File: src/rtl/mem_access_unit.sv
// Load/store sequencer in front of the unified 16-bit memory: setup, timed strobe, hold, done.
// Out-of-range requests finish without a strobe and flag addr_err alongside done.
module mem_access_unit #(
  parameter int unsigned DATA_W      = 16,
  parameter int unsigned ADDR_W      = 16,
  parameter int unsigned MEM_DEPTH   = 256,
  parameter int unsigned WAIT_CYCLES = 2
) (
  input  logic              clock,
  input  logic              reset,
  input  logic              req,
  input  logic              req_we,
  input  logic [ADDR_W-1:0] req_addr,
  input  logic [DATA_W-1:0] req_wdata,
  output logic              busy,
  output logic              done,
  output logic              addr_err,
  output logic [DATA_W-1:0] rdata,
  output logic              mem_read,
  output logic              mem_write,
  output logic [ADDR_W-1:0] mem_addr,
  output logic [DATA_W-1:0] mem_wdata,
  input  logic [DATA_W-1:0] mem_rdata
);

  localparam int unsigned CNT_W = 4;

  typedef enum logic [2:0] {
    IDLE,
    SETUP,
    ACCESS,
    HOLD,
    DONE
  } state_t;

  state_t             state;
  logic               we;
  logic               err;
  logic [CNT_W-1:0]   cnt;
  logic               in_range;

  // Full-width unsigned compare so MEM_DEPTH up to 2**ADDR_W is handled.
  assign in_range = (32'(req_addr) < 32'(MEM_DEPTH));

  always_ff @(posedge clock) begin
    if (reset) begin
      state     <= IDLE;
      we        <= 1'b0;
      err       <= 1'b0;
      cnt       <= '0;
      busy      <= 1'b0;
      done      <= 1'b0;
      addr_err  <= 1'b0;
      rdata     <= '0;
      mem_read  <= 1'b0;
      mem_write <= 1'b0;
      mem_addr  <= '0;
      mem_wdata <= '0;
    end else begin
      done     <= 1'b0;
      addr_err <= 1'b0;
      case (state)
        IDLE: begin
          if (req) begin
            we        <= req_we;
            mem_addr  <= req_addr;
            mem_wdata <= req_wdata;
            busy      <= 1'b1;
            // Rejects pass through the strobe-free HOLD cycle to keep their one-edge latency.
            err       <= !in_range;
            state     <= in_range ? SETUP : HOLD;
          end
        end
        SETUP: begin
          state     <= ACCESS;
          cnt       <= CNT_W'(WAIT_CYCLES - 1);
          mem_read  <= !we;
          mem_write <= we;
        end
        ACCESS: begin
          if (cnt == '0) begin
            state     <= HOLD;
            mem_read  <= 1'b0;
            mem_write <= 1'b0;
            if (!we) begin
              rdata <= mem_rdata;
            end
          end else begin
            cnt <= cnt - CNT_W'(1);
          end
        end
        HOLD: begin
          state    <= DONE;
          done     <= 1'b1;
          addr_err <= err;
        end
        DONE: begin
          state <= IDLE;
          busy  <= 1'b0;
        end
        default: begin
          state     <= IDLE;
          busy      <= 1'b0;
          mem_read  <= 1'b0;
          mem_write <= 1'b0;
        end
      endcase
    end
  end

endmodule

File: config.mk
export PLATFORM = sky130hd
export DESIGN_NAME = mem_access_unit
export DESIGN_NICKNAME = d
export VERILOG_FILES = /design/src/rtl/mem_access_unit.sv
export SDC_FILE = /design/constraint.sdc
export NUM_CORES = 1
export LEC_CHECK = 0
export CAP_MARGIN = 20
export CORE_AREA = 4 4 79 81
export DETAILED_ROUTE_END_ITERATION = 8
export DIE_AREA = 0 0 83 85
export PLACE_DENSITY = 0.82
export SLEW_MARGIN = 25
export SYNTH_ARGS = -nofsm -noshare
export SYNTH_HDL_FRONTEND = slang
export SYNTH_SLANG_ARGS = --single-unit
File: constraint.sdc
create_clock -name clock -period 2.9 [get_ports clock]
set_input_delay 0.58 -clock clock [delete_from_list [all_inputs] [get_ports clock]]
set_output_delay 0.58 -clock clock [all_outputs]
set_load 0.1 [all_outputs]
==> metrics list <==
- The run finished with clean final reports.
- Counting distinct cell types in the post-synthesis netlist gives 33.
- Chip Height: 85 um
- The pre-antenna-repair detailed-routing pass consisted of 4 iterations.
- The HPWL after detailed placement is between 4000 and 5000 um.
- Final setup violation count: 0
- Area of the die: 7060 sq um
- Clock Tree Root: clkbuf_8
- Worst-path fanout max: 21
- The worst register-to-register path has a setup slack of 0.96 ns.
- In this run, CTS created clock tree buffers numbering 9.
- Hold Fails Final Rpt: 0
- Wires add up to 6330 um.
- Largest net degree at the start of global routing: 36
- The floorplan has 27 rows.
- Summed over all cells, the static leakage comes to approximately 0.0014 uW.
- Input and output buffers added on the ports amount to 104.
- In this run the critical register-to-register path is launched from state[2].
* Share of cells above drive strength 1: 0.198
- Buffers inserted to repair hold after CTS numbered 0.
- The number of setup buffers added after CTS is 0.
* WL per Instance: 13.7 um
* Achievable Freq: about 460 MHz
- Compound-gate portion of the synthesized area: 0.117
- Standard cell core area: 5470 sq um
* Worst setup path category: input pin to flip-flop
* Largest family of logic cells by synthesized area: simple AND/OR/NAND/NOR gates
- Summing every instance area after synthesis gives 2420 sq um.
- For this design the ratio of total power to cell area is 830 nW/um^2.
- GRT Util Overall: 0.178
* Timing startpoint of the critical path: req
* Vias in the first global route: between 2000 and 2500
* Total DRC errors in the routed layout: 0
- The clock arrives with 0.0105 ns of skew.
- Timing analysis after detailed placement gives a worst setup slack of 0.385 ns.
- 0 antenna diodes ended up in the layout.
* Max_cap viols: 0
- Min-delay worst type: flip-flop to flip-flop
* Headroom to the max-slew limit: 0.595
- After global routing the overflow that remains totals 0.
* Horizontal die dimension: 83 um
- Of the total synthesized cell area, the portion taken by AND, OR, NAND and NOR gates is 0.247.
- The net count of the finished layout is 439.
* Clock Sink Count: 62
- STA classifies the critical path startpoint as an input pin.
* Post-cts gate resize count: 0
- Design area: 3570 sq um
- Synthesis inferred 62 register bits.
* Setup TNS: 0 ns
* 1st-iter DRT viols: between 80 and 90
* Vias per std cell: 4.93
- For the pin with the worst max-slew slack, the measured transition is 0.599 ns.
- DRT antenna net count: 0
- After layout, the worst setup slack is 0.721 ns.
- Shortest period the worst path allows: 2.18 ns
* Total power after layout: 2960 uW
- STA classifies the critical path endpoint as a flip-flop.
- Yosys printed 0 warnings.
* Period utilization: 0.751
- Of the total synthesized cell area, the portion taken by XOR and XNOR cells is 0.00362.
- Capture point of the worst reg-to-reg path: mem_wdata[13]
- Routability-driven placement finished with a final weighted congestion of 0.746.
* Synthesized Nets: 337
- Arr. time, crit path: 2.38 ns
- The clock passes through at most 2 buffers.
* Relative area change from synthesis to final layout: 47.8%
- Mean Syn Cell Area: 8.54 sq um
- Capture point of the worst path: mem_wdata[13]
* Unrepaired setup endpoints after global routing: no
- The first global-routing pass estimated 10200 um of wire.
- The placed instances occupy a cell area of 3380 sq um.
* CTS clk-pin slew, worst paths: 0.06 ns
- Post-Synth Adder-Cell Area: 0.0104
* Multiplexer area fraction after synthesis: 0.0663
- Clock tree from TritonCTS: yes
* Reg2reg path depth: 4
- The layout has 488 filler cells.
* Max VDD drop: ~0.00034 V
- Number of standard cells after synthesis: 283
- At the later pin of the worst-skew pair, clock insertion delay measures 0.32 ns.
- Proportion of synthesized chip area in sequential cells: 0.513
- Worst Path Required: ~3.1 ns
* Routed via count: 2271
* Initial antenna violation count: 0
- Max H-tree Level: 3
- Ports: 105
- Initial cell density of the core: 0.442
- The max-slew violation count came to 0.
[report_power, final]
part	switching [uW]	internal, uW
logic	867	327
registers	86.0	963
clock network	309	413
total	1260	1700
[layout make-up]
| cell class | count | area [sq um] | share of cell area |
|---|---|---|---|
| Multi-Input combinational cell | 198 | 1080 | 0.304 |
| Timing Repair Buffer | 110 | 953 | 0.267 |
| Sequential cell | 62 | 1240 | 0.347 |
| Tap cell | 72 | 90.1 | 0.0252 |
| Clock inverter | 4 | 47.5 | 0.0133 |
| Inverter | 4 | 15.0 | 0.00420 |
| Clock buffer | 11 | 141 | 0.0396 |
[synth_stat cells]
| library cell | instances | area (sq um) |
|---|---|---|
| a21o_1 | 1 | 7.51 |
| dfxtp_1 | 62 | 1240 |
| xnor2_1 | 1 | 8.76 |
| mux2i_1 | 16 | 160 |
| nor4b_2 | 1 | 15.0 |
| a211o_1 | 1 | 8.76 |
| and3_1 | 1 | 6.26 |
| clkinv_1 | 1 | 3.75 |
| inv_1 | 3 | 11.3 |
| nor3b_1 | 2 | 15.0 |
| nor4_4 | 1 | 21.3 |
| o311ai_0 | 1 | 8.76 |
| buf_4 | 1 | 7.51 |
| or4_1 | 7 | 52.6 |
| nand4bb_1 | 1 | 11.3 |
| clkbuf_1 | 10 | 37.5 |
| nor2_1 | 2 | 7.51 |
| or3b_2 | 1 | 8.76 |
| and3b_1 | 1 | 8.76 |
| nor3_1 | 5 | 25.0 |
| a2111oi_0 | 1 | 8.76 |
| a21oi_1 | 38 | 190 |
| ha_1 | 2 | 25.0 |
| or4b_2 | 1 | 10.0 |
| o21ai_0 | 1 | 5.00 |
| nand2b_1 | 4 | 25.0 |
| o32ai_1 | 2 | 17.5 |
| buf_2 | 8 | 40.0 |
| nor4bb_1 | 1 | 10.0 |
| nand2_1 | 100 | 375 |
| o31ai_1 | 3 | 22.5 |
| a211oi_1 | 2 | 15.0 |
| and2_1 | 1 | 6.26 |
[cell usage in the layout, fill, tap and decap left out, types with 2 or more instances in the layout]
| master | n |
|---|---|
| a21oi_1 | 38 |
| nor3b_1 | 2 |
| o32ai_1 | 2 |
| buf_4 | 59 |
| nand2b_1 | 4 |
| clkdlybuf4s50_1 | 51 |
| o31ai_1 | 3 |
| ha_1 | 2 |
| a211oi_1 | 2 |
| mux2i_1 | 16 |
| nor3_1 | 5 |
| clkinv_2 | 2 |
| clkbuf_8 | 10 |
| or4_1 | 7 |
| dfxtp_1 | 62 |
| nor2_1 | 2 |
| nand2_1 | 100 |
| inv_1 | 3 |
[cells by family after synthesis]
kind of cell,count (synthesis)
and+or+nand+nor,129
DFF,62
AOI/OAI and AO/OA,50
buffers and inverters,23
muxes,16
adders and majority gates,2
xor gates and xnor gates,1
[worst min-delay path by stage]
stage / from / end / slack [ns] / depth (start not counted)
6_report: mem_addr[8] / mem_addr[8] / 0.45 / 2
5_1_grt: mem_wdata[14] / mem_wdata[14] / 0.47 / 2
4_1_cts: mem_wdata[14] / mem_wdata[14] / 0.46 / 2
3_5_place_dp: mem_wdata[14] / mem_wdata[14] / 0.45 / 2
3_3_place_gp: mem_addr[4] / mem_addr[4] / 0.44 / 2
2_1_floorplan: err / addr_err / 0.43 / 1
[registers in the layout, summed over array words and instances, names as in the netlist]
register,cells
addr_err,1
busy,1
cnt,4
done,1
err,1
mem_addr,16
mem_read,1
mem_wdata,16
mem_write,1
rdata,16
state,3
we,1
[critical path, stage by stage]
cell and delay [ns]:
clkdlybuf4s50_1 0.55, or4b_2 0.80, buf_4 0.29, nand2_1 0.08, a21oi_1 0.07
[routing by layer]
layer / share of wire / wire length [um] / track usage
met1: 0.42 / 2670 / 0.209
met2: 0.51 / 3250 / 0.302
met3: 0.051 / 323 / 0.0466
met4: 0.014 / 88 / 0.0892
met5: 0 / 0 / 0
[through the flow]
stage	hold slack, ns	instances	utilization
floorplan	0.431	283	-
CTS	0.456	461	0.653
detailed placement	0.447	446	0.618
global route	0.472	461	0.653
global placement	0.442	446	0.618
finish	0.455	461	0.653
(Power assumes the default switching activity.)
